[src/rtl/dsp_pkg.sv]
`default_nettype none
// ============================================================================
// Module      : dsp_pkg
// Description : Opcode encodings and width helpers shared by the MAC datapath.
// Revision    : 1.0 - initial release
// ============================================================================
package dsp_pkg;

    typedef enum logic [1:0] {
        OP_LOAD = 2'd0,
        OP_MAC  = 2'd1,
        OP_MAS  = 2'd2,
        OP_CLR  = 2'd3
    } op_e;

    // Accumulator holds a full product plus guard bits for repeated sums.
    function automatic int acc_width(input int data_w, input int guard);
        return 2 * data_w + guard;
    endfunction

endpackage
`default_nettype wire

[src/rtl/sat_shift.sv]
`default_nettype none
// ============================================================================
// Module      : sat_shift
// Description : Arithmetic right shift with optional signed saturation.
// Revision    : 1.0 - initial release
// ============================================================================
module sat_shift #(
    parameter int IN_W   = 36,
    parameter int OUT_W  = 16,
    parameter int SHIFT  = 15,
    parameter bit SAT_EN = 1'b1
) (
    input  logic [IN_W-1:0]  i_data,
    output logic [OUT_W-1:0] o_data
);

    logic signed [IN_W-1:0] w_shifted;

    assign w_shifted = $signed(i_data) >>> SHIFT;

    generate
        if (SAT_EN) begin : g_sat
            localparam logic signed [IN_W-1:0] c_max =
                {{(IN_W-OUT_W+1){1'b0}}, {(OUT_W-1){1'b1}}};
            localparam logic signed [IN_W-1:0] c_min =
                {{(IN_W-OUT_W+1){1'b1}}, {(OUT_W-1){1'b0}}};

            always_comb begin
                o_data = w_shifted[OUT_W-1:0];
                if (w_shifted > c_max) begin
                    o_data = {1'b0, {(OUT_W-1){1'b1}}};
                end else if (w_shifted < c_min) begin
                    o_data = {1'b1, {(OUT_W-1){1'b0}}};
                end
            end
        end else begin : g_trunc
            assign o_data = w_shifted[OUT_W-1:0];
        end
    endgenerate

endmodule
`default_nettype wire

[src/rtl/mac_pipe.sv]
`default_nettype none
// ============================================================================
// Module      : mac_pipe
// Description : Three-stage pipelined signed multiply-accumulate engine with
//               valid/ready ports and a shifted, saturated result register.
// Revision    : 1.0 - initial release
// ============================================================================
module mac_pipe
    import dsp_pkg::*;
#(
    parameter int DATA_W    = 16,
    parameter int GUARD     = 4,
    parameter int OUT_SHIFT = 15,
    parameter bit SAT_EN    = 1'b1
) (
    input  logic                                 clk,
    input  logic                                 reset,
    input  logic                                 in_valid,
    output logic                                 in_ready,
    input  logic [1:0]                           op,
    input  logic [DATA_W-1:0]                    a,
    input  logic [DATA_W-1:0]                    b,
    input  logic                                 last,
    output logic                                 out_valid,
    input  logic                                 out_ready,
    output logic [DATA_W-1:0]                    out_data,
    output logic [acc_width(DATA_W, GUARD)-1:0]  out_acc,
    output logic                                 ovf
);

    localparam int ACC_W = acc_width(DATA_W, GUARD);

    logic                     w_stall;

    logic                     r_s1_valid;
    op_e                      r_s1_op;
    logic signed [DATA_W-1:0] r_s1_a;
    logic signed [DATA_W-1:0] r_s1_b;
    logic                     r_s1_last;

    logic signed [2*DATA_W-1:0] w_prod;
    logic                       r_s2_valid;
    op_e                        r_s2_op;
    logic [ACC_W-1:0]           r_s2_prod;
    logic                       r_s2_last;

    logic [ACC_W-1:0]  r_acc;
    logic              r_ovf;
    logic [ACC_W-1:0]  w_sum;
    logic [ACC_W-1:0]  w_diff;
    logic              w_add_ovf;
    logic              w_sub_ovf;
    logic [ACC_W-1:0]  w_acc_nxt;
    logic              w_ovf_nxt;
    logic [DATA_W-1:0] w_out_nxt;

    logic              r_out_valid;
    logic [DATA_W-1:0] r_out_data;
    logic [ACC_W-1:0]  r_out_acc;

    // A held, unconsumed result freezes the whole pipe.
    assign w_stall  = r_out_valid && !out_ready;
    assign in_ready = !w_stall;

    // Stage 1: operand register
    always_ff @(posedge clk) begin
        if (reset) begin
            r_s1_valid <= 1'b0;
            r_s1_op    <= OP_LOAD;
            r_s1_a     <= '0;
            r_s1_b     <= '0;
            r_s1_last  <= 1'b0;
        end else if (!w_stall) begin
            r_s1_valid <= in_valid;
            r_s1_op    <= op_e'(op);
            r_s1_a     <= a;
            r_s1_b     <= b;
            r_s1_last  <= last;
        end
    end

    // Stage 2: product register
    assign w_prod = r_s1_a * r_s1_b;

    always_ff @(posedge clk) begin
        if (reset) begin
            r_s2_valid <= 1'b0;
            r_s2_op    <= OP_LOAD;
            r_s2_prod  <= '0;
            r_s2_last  <= 1'b0;
        end else if (!w_stall) begin
            r_s2_valid <= r_s1_valid;
            r_s2_op    <= r_s1_op;
            r_s2_prod  <= {{GUARD{w_prod[2*DATA_W-1]}}, w_prod};
            r_s2_last  <= r_s1_last;
        end
    end

    // Stage 3: accumulator with signed-overflow detection on the wrapped sum.
    assign w_sum     = r_acc + r_s2_prod;
    assign w_diff    = r_acc - r_s2_prod;
    assign w_add_ovf = (r_acc[ACC_W-1] == r_s2_prod[ACC_W-1]) &&
                       (w_sum[ACC_W-1] != r_acc[ACC_W-1]);
    assign w_sub_ovf = (r_acc[ACC_W-1] != r_s2_prod[ACC_W-1]) &&
                       (w_diff[ACC_W-1] != r_acc[ACC_W-1]);

    always_comb begin
        w_acc_nxt = r_acc;
        w_ovf_nxt = r_ovf;
        case (r_s2_op)
            OP_LOAD: begin
                w_acc_nxt = r_s2_prod;
                w_ovf_nxt = 1'b0;
            end
            OP_MAC: begin
                w_acc_nxt = w_sum;
                w_ovf_nxt = r_ovf | w_add_ovf;
            end
            OP_MAS: begin
                w_acc_nxt = w_diff;
                w_ovf_nxt = r_ovf | w_sub_ovf;
            end
            OP_CLR: begin
                w_acc_nxt = '0;
                w_ovf_nxt = 1'b0;
            end
            default: begin
                w_acc_nxt = r_acc;
                w_ovf_nxt = r_ovf;
            end
        endcase
    end

    sat_shift #(
        .IN_W   (ACC_W),
        .OUT_W  (DATA_W),
        .SHIFT  (OUT_SHIFT),
        .SAT_EN (SAT_EN)
    ) u_sat_shift (
        .i_data (w_acc_nxt),
        .o_data (w_out_nxt)
    );

    always_ff @(posedge clk) begin
        if (reset) begin
            r_acc <= '0;
            r_ovf <= 1'b0;
        end else if (r_s2_valid && !w_stall) begin
            r_acc <= w_acc_nxt;
            r_ovf <= w_ovf_nxt;
        end
    end

    // Output register: a new result may load in the same cycle the old one is taken.
    always_ff @(posedge clk) begin
        if (reset) begin
            r_out_valid <= 1'b0;
            r_out_data  <= '0;
            r_out_acc   <= '0;
        end else if (r_s2_valid && r_s2_last && !w_stall) begin
            r_out_valid <= 1'b1;
            r_out_data  <= w_out_nxt;
            r_out_acc   <= w_acc_nxt;
        end else if (r_out_valid && out_ready) begin
            r_out_valid <= 1'b0;
        end
    end

    assign out_valid = r_out_valid;
    assign out_data  = r_out_data;
    assign out_acc   = r_out_acc;
    assign ovf       = r_ovf;

endmodule
`default_nettype wire

[config.mk]
export PLATFORM = sky130hd
export DESIGN_NAME = mac_pipe
export DESIGN_NICKNAME = d
export VERILOG_FILES = /design/src/rtl/dsp_pkg.sv /design/src/rtl/sat_shift.sv /design/src/rtl/mac_pipe.sv
export SDC_FILE = /design/constraint.sdc
export NUM_CORES = 1
export LEC_CHECK = 0
export ABC_CLOCK_PERIOD_IN_PS = 15850
export CAP_MARGIN = 20
export CORE_MARGIN = 1
export CORE_UTILIZATION = 54
export CTS_BUF_LIST = sky130_fd_sc_hd__clkbuf_8 sky130_fd_sc_hd__clkbuf_16
export DETAILED_ROUTE_END_ITERATION = 16
export PLACE_DENSITY = 0.78
export SLEW_MARGIN = 25
export SYNTH_ARGS = -nofsm -noshare
export SYNTH_HDL_FRONTEND = slang
export SYNTH_HIERARCHICAL = 1
export SYNTH_SLANG_ARGS = --single-unit
[constraint.sdc]
create_clock -name clk -period 15.85 [get_ports clk]
set_input_delay 1.585 -clock clk [delete_from_list [all_inputs] [get_ports clk]]
set_output_delay 1.585 -clock clk [all_outputs]
set_load 0.05 [all_outputs]
==> key figures, run 1 <==
GRT
  • First-pass GRT wire length: 96100 um
  • GR Util All Layers: 31.5%
  • M2 GR Usage: 52.7%
  • Antenna violations before repair: 0
  • Met3 Resource Use GR: 5.09%
  • Busiest grt layer: met2
  • Met1 Use GR: 41.9%
  • Global route overflow: 0
  • Vias in the first global route: 18066
  • Largest net degree at the start of global routing: 79

Power
  • Sw power: 1.08 mW
  • Tot Pwr: 2.25 mW
  • Lkg Pwr: 10.3 nW
  • Pwr dens: 101 nW/um^2
  • Seq pwr share: 22.9%
  • Clock Power Share: 18.5%
  • Pint: 1.17 mW
  • Switch share: 48.2%
  • Max VDD drop: 0.0000853 V
  • Combinational share of power: 58.7%

Job
  • Max-cap violations: 0

Floorplanning
  • Initial Util: 54.7%
  • I/O pin cnt: 94
  • Core area: 37600 sq um
  • Chip width: 197 um
  • Full die area: 38800 sq um
  • Die Ht: 197 um
  • Cell Rows: 71

Placement
  • Port bufs: 93
  • DP HPWL: 44800 um
  • Dpl ws: 9.05 ns
  • GPL Wtd Cong: 0.961

Clock network
  • Resize count post-CTS: 0
  • CTS root buf: clkbuf_16
  • Cts bufs inserted: 17
  • Post-CTS setup buffers: 0
  • Worst-path clk slew: 0.08 ns
  • Hold-fix buffers at CTS: 0
  • Sink Count: 162
  • Clk_lat worst skew: 0.48 ns
  • Clock tree from TritonCTS: yes
  • Maximum clock path buffer count: 2
  • H-Tree Depth: 4

Setup path
  • Arrival @ worst endpoint: 7.20 ns
  • Register-to-Register Setup Slack: 8.99 ns
  • CP Launch Type: flop
  • Worst endpoint required time: 16.20 ns
  • Critical path fanouts, max: 17
  • Crit Path Category: flop to flop
  • Worst Setup End Kind: flop

Route
  • Wire per inst: 19.2 um
  • Vias/cell: 5.88
  • Drt drc: 0
  • Final ANT Viol Nets: 0
  • DRT iter0 DRCs: 1630
  • Final WL: 58800 um
  • DR pass1 iterations: 6
  • Vias: 18019

Timing
  • Slew Limit Headroom: 37.6%
  • Number of setup violations in the final report: 0
  • Tightest Pin Transition: 0.928 ns
  • Setup TNS: 0 ns
  • Fin. max-slew vios: 0
  • Fmax: 0.146 GHz
  • Worst setup margin: 8.99 ns
  • Final period util: 43.3%
  • Tmin final: 6.86 ns
  • Fin Hold WS: 0.459 ns
  • RSZ-0062 raised after global routing: no
  • Hold Vio Cnt, Final: 0
  • Fin Clk Skew: 0.0149 ns

Synthesis
  • Syn Area/Cell: 8.05 sq um
  • Yosys warns: 6
  • Synth Instances: 2551
  • Syn_nets: 3009
  • Mapped cell area: 20500 sq um

Final layout
  • Post-layout util: 59.2%
  • Final layout net count: 2998
  • Ant. Diodes: 0
  • Layout cells sized above 1: 3.25%
  • Area Overhead vs Synth: 8.27%

Status
  • Status: completed

Min path
  • Hold crit path type: flop to flop
## area by class of cell
cell class	instances	area, sq um
clock buffers	17	425
flip-flops and latches	162	3240
clock inverters	15	136
inverters	403	1510
multi-input cells	1849	15200
well taps	511	639
fillers	3388	15300
repair buffers	107	1030
## state kept, by name, indices dropped and copies added, names as in the netlist
signal      cells
r_s1_a         16
r_s1_b         16
out_data       16
out_acc        36
r_s2_valid      1
r_s1_last       1
ovf             1
r_s2_prod      32
out_valid       1
r_s1_valid      1
r_s1_op         2
r_s2_op         2
r_s2_last       1
r_acc          36
## worst max-delay path, cell delays in order (launching register included)
cell and delay, ns:
dfxtp_1 0.73, nand2_1 0.16, fa_1 0.52, inv_1 0.05, fa_1 0.53, inv_1 0.07, fa_1 0.54, inv_1 0.05
fa_1 0.44, fa_1 0.49, inv_1 0.05, fa_1 0.48, inv_1 0.05, ha_1 0.35, nand3_1 0.15, a21boi_0 0.28
o211ai_1 0.14, o21a_1 0.15, a311oi_1 0.51, a311oi_1 0.26, o21ai_0 0.26, nor4b_1 0.08, a2111oi_0 0.39
## routing by layer
layer / routed length [um] / up-vias / share of wire [%]
li1: - / 8370 / -
met1: 25500 / 8861 / 43
met2: 28100 / 669 / 48
met3: 3700 / 119 / 6.3
met4: 1520 / 0 / 2.6
met5: 0 / - / 0
## cells in the final DEF, fill, tap and decap left out, types with 60 or more instances in the layout
cell type / instances
ha_1: 155
dfxtp_1: 162
and2_1: 122
nor2_1: 142
clkdlybuf4s50_1: 92
fa_1: 264
o21ai_0: 82
a21oi_1: 222
a211oi_1: 60
inv_1: 397
nand2_1: 341
## power groups by stage
stage	registers (mW)	clock network, mW	logic [mW]
detailed placement	0.521	0	1.30
global route	0.521	0.441	1.48
CTS	0.512	0.424	1.31
global placement	0.518	0	1.27
floorplan	0.490	0	1.02
finish	0.515	0.416	1.32
## metrics by stage
stage               instances  instance area [sq um]
global route             3064                  22200
floorplan                2551                  20500
global placement         3032                  21700
finish                   3064                  22200
detailed placement       3032                  21700
CTS                      3064                  22200
## worst paths after layout
| kind | from | depth (start not counted) | to |
|---|---|---|---|
| setup reg to reg | r_s1_a[6]$_SDFFE_PP0N_ | 22 | r_s2_prod[31]$_SDFFE_PP0N_ |
| setup / recovery | r_s1_a[6]$_SDFFE_PP0N_ | 22 | r_s2_prod[31]$_SDFFE_PP0N_ |
| hold reg to reg | r_s1_last$_SDFFE_PP0N_ | 2 | r_s1_last$_SDFFE_PP0N_ |
| hold / removal | r_s1_last$_SDFFE_PP0N_ | 2 | r_s1_last$_SDFFE_PP0N_ |
Note: power is estimated with default switching activity, not from simulation.
==> run 2: changes to the inputs <==
--- a/config.mk
+++ b/config.mk
@@ -5,7 +5,7 @@
 export SDC_FILE = /design/constraint.sdc
 export NUM_CORES = 1
 export LEC_CHECK = 0
-export ABC_CLOCK_PERIOD_IN_PS = 15850
+export ABC_CLOCK_PERIOD_IN_PS = 6900
 export CAP_MARGIN = 20
 export CORE_MARGIN = 1
 export CORE_UTILIZATION = 54
==> constraint.sdc (replaced) <==
create_clock -name clk -period 6.9 [get_ports clk]
set_input_delay 0.69 -clock clk [delete_from_list [all_inputs] [get_ports clk]]
set_output_delay 0.69 -clock clk [all_outputs]
set_load 0.05 [all_outputs]
==> key figures, run 2 (synthesis gave the netlist of run 1 again) <==
Power
  • Clock Power Share: 19.9% (+1.4 points)
  • Tot Pwr: 5.30 mW (+140%)
  • Pint: 2.78 mW (+140%)
  • Pwr dens: 235 nW/um^2 (+130%)
  • Seq pwr share: 22.1% (-0.8 points)
  • Switch share: 47.5% (-0.70 points)
  • Combinational share of power: 58.0% (-0.7 points)
  • Lkg Pwr: 10.5 nW (+1.4%)
  • Sw power: 2.51 mW (+130%)
  • Max VDD drop: 0.000241 V (+180%)

Clock network
  • Resize count post-CTS: 0 (unchanged)
  • Post-CTS setup buffers: 0 (unchanged)
  • Sink Count: 162 (unchanged)
  • Clk_lat worst skew: 0.48 ns (about the same)
  • Hold-fix buffers at CTS: 0 (unchanged)
  • Clock tree from TritonCTS: yes
  • CTS root buf: clkbuf_16
  • Worst-path clk slew: 0.08 ns (about the same)
  • H-Tree Depth: 4 (unchanged)
  • Cts bufs inserted: 17 (unchanged)
  • Maximum clock path buffer count: 2 (unchanged)

GRT
  • Largest net degree at the start of global routing: 79 (unchanged)
  • GR Util All Layers: 31.2% (-0.25 points)
  • Vias in the first global route: 17987 (-0.44%)
  • Global route overflow: 0 (unchanged)
  • Antenna violations before repair: 0 (unchanged)
  • First-pass GRT wire length: 95000 um (-1.2%)

Timing
  • Fin Clk Skew: 0.0131 ns (-0.00187 ns)
  • Fmax: 0.154 GHz (+5.4%)
  • Tightest Pin Transition: 1.00 ns (+0.0764 ns)
  • Final period util: 94.2% (+51 points)
  • Slew Limit Headroom: 32.7% (-4.8 points)
  • Worst setup margin: 0.398 ns (-8.60 ns)
  • Setup TNS: 0 ns (unchanged)
  • Hold Vio Cnt, Final: 0 (unchanged)
  • Fin. max-slew vios: 0 (unchanged)
  • Number of setup violations in the final report: 0 (unchanged)
  • Tmin final: 6.50 ns (-0.354 ns)
  • RSZ-0062 raised after global routing: no

Status
  • Status: completed

Placement
  • Dpl cells: 3054 (+0.73%)
  • Port bufs: 93 (unchanged)
  • GPL Wtd Cong: 0.961 (about the same)
  • Dpl ws: 0.105 ns (-8.95 ns)
  • DP HPWL: 45700 um (+2.0%)
  • DP Area: 21800 sq um (+0.76%)

Final layout
  • Sequential cell area: 3260 sq um (+0.62%)
  • Ant. Diodes: 0 (unchanged)
  • Most frequent cells in the layout: 397 x inv_1, 341 x nand2_1, 264 x fa_1
  • Final Cell Area: 22500 sq um (+1.2%)
  • Final layout net count: 3020 (+0.73%)
  • Fin cells: 3086 (+0.72%)
  • Area Overhead vs Synth: 9.56%
  • Layout cells sized above 1: 4.78% (+1.5 points)
  • Leading cell type in the layout, fill and taps excluded: inv_1
  • Fillers: 3341 (-1.4%)
  • Area occupied by multi-input gates: 15300 sq um (about the same)

Floorplanning
  • Core area: 37600 sq um (unchanged)
  • Initial Util: 54.7% (unchanged)
  • Die Ht: 197 um (unchanged)
  • I/O pin cnt: 94 (unchanged)
  • Chip width: 197 um (unchanged)
  • Cell Rows: 71 (unchanged)
  • Full die area: 38800 sq um (unchanged)

Setup path
  • Worst endpoint required time: 7.25 ns (-8.95 ns)
  • Arrival @ worst endpoint: 6.86 ns (-0.34 ns)
  • Critical path fanouts, max: 17 (unchanged)
  • Worst Setup End Kind: flop
  • Crit Path Category: flop to flop
  • CP Launch Type: flop

Route
  • Wire per inst: 19.1 um (-0.33%)
  • DRT iter0 DRCs: 1379 (-15%)
  • Drt drc: 0 (unchanged)
  • Final ANT Viol Nets: 0 (unchanged)
  • DR pass1 iterations: 5 (-1)
  • Vias: 17844 (-0.97%)
  • Final WL: 59000 um (+0.39%)
  • Vias/cell: 5.78 (-1.7%)

Min path
  • Hold crit path type: flop to flop

Job
  • Max-cap violations: 0 (unchanged)
run 2: changes by cell type in the layout (fill, tap and decap cells not counted):
cell	before	now
buf_4	15	37
dfxtp_1	162	146
dfxtp_2	0	16
a311oi_1	9	7
a311oi_2	0	2
bufinv_16	0	2
clkinv_2	2	0
clkinv_8	1	3
inv_8	3	1
clkbuf_8	0	1
clkinv_4	0	1
clkinvlp_4	2	1
inv_6	7	6
run 2: area by class of cell:
type	count	share of cell area, %
clock buffer	18	1.95
clock inverter	14	0.840
inverter	403	6.72
multi-input combinational	1849	67.8
sequential	162	14.5
tap	511	2.84
timing repair buffer	129	5.33
run 2: per-layer routing:
metal	track usage (%)	vias to the layer above	part of all wire (%)
met1	41.3	8734	44
li1	-	8419	-
met3	3.96	114	5.3
met4	10.5	0	2.9
met2	53.0	577	48
met5	0	-	0
run 2: path summary, 6_finish.rpt:
| check | startpoint | end | slack [ns] | cells past startpoint |
|---|---|---|---|---|
| min | r_s1_op[0]$_SDFFE_PP0N_ | r_s1_op[0]$_SDFFE_PP0N_ | 0.45 | 2 |
| max reg2reg | r_s1_a[4]$_SDFFE_PP0N_ | r_s2_prod[31]$_SDFFE_PP0N_ | 0.40 | 21 |
| min reg2reg | r_s1_op[0]$_SDFFE_PP0N_ | r_s1_op[0]$_SDFFE_PP0N_ | 0.45 | 2 |
| max | r_s1_a[4]$_SDFFE_PP0N_ | r_s2_prod[31]$_SDFFE_PP0N_ | 0.40 | 21 |
run 2: worst max-delay path, cell delays in order (launching register included):
cell       delay [ns]
dfxtp_1          0.51
and2_1           0.28
fa_1             0.50
inv_1            0.07
fa_1             0.54
inv_1            0.05
fa_1             0.50
fa_1             0.43
fa_1             0.49
inv_1            0.05
fa_1             0.47
inv_1            0.04
ha_1             0.35
and4_1           0.26
a21o_1           0.20
o211ai_1         0.16
o21a_1           0.22
a311oi_2         0.17
a311oi_2         0.41
o21ai_0          0.16
nor4bb_1         0.17
a2111oi_0        0.35
run 2: through the flow:
step / util, % / hold WS, ns
final: 59.9 / 0.454
after global routing: 59.9 / 0.475
after CTS: 59.8 / 0.457
after detailed placement: 58.1 / 0.446
after global placement: 58.1 / 0.441
after floorplan: - / 0.432
run 2: power by group through the flow:
stage	sequential, mW	combinational [mW]	clock [mW]
after detailed placement	1.19	3.01	0
after CTS	1.16	3.04	1.06
after global placement	1.18	2.93	0
after global routing	1.18	3.45	1.10
final	1.17	3.07	1.05
after floorplan	1.12	2.34	0
==> run 3: changes to the inputs <==
--- a/config.mk
+++ b/config.mk
@@ -10,6 +10,7 @@
 export CORE_MARGIN = 1
 export CORE_UTILIZATION = 54
 export CTS_BUF_LIST = sky130_fd_sc_hd__clkbuf_8 sky130_fd_sc_hd__clkbuf_16
+export CTS_CLUSTER_SIZE = 8
 export DETAILED_ROUTE_END_ITERATION = 16
 export PLACE_DENSITY = 0.78
 export SLEW_MARGIN = 25
==> results of run 3 <==
The final DEF is identical to that of run 2; final timing and power are the same.
==> patch: new RTL, config.mk and constraints of run 2 <==
`SAT_EN` is set to 1'b1 in 2 places; all go to 1'b0.
--- a/src/rtl/sat_shift.sv
+++ b/src/rtl/sat_shift.sv
@@ -9,5 +9,5 @@
     parameter int OUT_W  = 16,
     parameter int SHIFT  = 15,
-    parameter bit SAT_EN = 1'b1
+    parameter bit SAT_EN = 1'b0
 ) (
     input  logic [IN_W-1:0]  i_data,
--- a/src/rtl/mac_pipe.sv
+++ b/src/rtl/mac_pipe.sv
@@ -12,5 +12,5 @@
     parameter int GUARD     = 4,
     parameter int OUT_SHIFT = 15,
-    parameter bit SAT_EN    = 1'b1
+    parameter bit SAT_EN    = 1'b0
 ) (
     input  logic                                 clk,
Check against the original RTL: not settled (the Yosys comparison gave no result); the edit may change what the design does.
==> patch against run 2 <==
Sequential cell count stayed put. Setup slack worse by 0.12 ns. Wire length is 4.5% lower. Power is 3.0% lower. Final area is 0.56% lower. Area after synthesis is 0.58% higher. Die area is 0.57% higher.
==> patch: results (changes against run 2) <==
* # clock sinks at 162 (unchanged)
* Crit-path max FO at 10 (-7)
* Clock latency on the worst-skew pair at 0.48 ns (about the same)
* Max stage delay on crit path at 0.82 ns (+0.28 ns)
* Leak pwr at 10.4 nW (-0.84%)
* GR Layer Usage met1 at 40.2% (-1.1 points)
* Skew final at 0.0255 ns (+0.0124 ns)
* CP top delay family: adder cells
* Gpl congestion at 0.961 (about the same)
* Syn nets at 2,976 (-1.1%)
* Arrival time worst endpoint at 7.00 ns (+0.14 ns)
* DR vias at 17,700 (-0.99%)
* H-tree Lvls at 4 (unchanged)
* Initial antenna violation count at 0 (unchanged)
* Worst-path clk slew at 0.08 ns (about the same)
* Worst Setup EP: r_s2_prod[31]
* Worst hold endpoint: r_s1_valid
* First-pass GRT wire length at 93.2 mm (-1.9%)
* Share of post-route cells with drive strength above 1 at 4.95% (+0.17 points)
* Fill cells at 3,393 (+1.6%)
* # clk buffers at 18 (unchanged)
* R2r setup slk at 0.28 ns (-0.12 ns)
* Multi-input combinational area share at 67.8% (about the same)
* Multi-input logic area at 15,200 um^2 (-0.52%)
* Gr usage total at 30.5% (-0.76 points)
* Path depth of the worst reg2reg path at 21 (unchanged)
* Critical path startpoint category: flop
* Largest net degree at the start of global routing at 112 (+42%)
* # diodes at 0 (unchanged)
* Placed cell areas at 21,700 um^2 (-0.48%)
* Worst IR Drop VDD at 0.254 mV (+5.5%)
* Iteration-0 DRC Markers at 1,574 (+14%)
* Nonclk inv count at 385 (-4.5%)
* Worst reg2reg path startpoint: r_s1_a[6]
* WL/cell at 18.5 um (-3.0%)
* Hold path depth at 2 (unchanged)
* Yosys warnings at 6 (unchanged)
* Nonclk buf count at 134 (+3.9%)
* Root Buffer: clkbuf_16
* Final HPWL from detailed placement at 43.2 mm (-5.5%)
* Worst relative slew slack at 26.7% (-6.1 points)
* Comb_multi_in at 1,814 (-1.9%)
* Slowest-stage cell, CP: nor4_1
* Clock buf/inv share at 2.78% (-0.0066 points)
* GRT met2 Usage at 50.4% (-2.6 points)
* Signal buffers share of area at 5.54% (+0.21 points)
* GR Util met3 at 4.34% (+0.38 points)
* Hold_sp: r_s1_valid
* Seq area share at 14.5% (about the same)
* Drt first pass iters at 6 (+1)
* Status: completed
* Port-buffer cells at 93 (unchanged)
* CTS Buffer Depth at 2 (unchanged)
patch: power breakdown:
group	switching [W]	internal [W]	total, W
Combinational	0.00178	0.00116	0.00294
Sequential	0.000125	0.00103	0.00115
Clock	0.000509	0.000536	0.00104
patch: metrics by stage:
step           hold slack [ns]  setup slack (ns)  utilization [%]  instances  total power [W]
2_1_floorplan            0.432             0.480                -       2518          0.00344
3_3_place_gp             0.444             0.311             57.7       3006          0.00398
3_5_place_dp             0.449             0.164             57.7       3006          0.00405
4_1_cts                  0.460             0.144             59.4       3038          0.00512
5_1_grt                  0.469            0.0610             59.4       3038          0.00555
6_report                 0.456             0.275             59.4       3038          0.00514
patch: timing repair:
item                                    4_1_cts  5_1_grt
buffers inserted                              0        0
hold buffers                                  0        0
endpoints found under the setup margin        0        5
resized for setup                             0        5
patch: metal layers:
layer	part of all wire (%)	up-vias
met5	0	-
met4	3.3	0
met3	6.2	123
met2	47	653
met1	43	8696
li1	-	8196
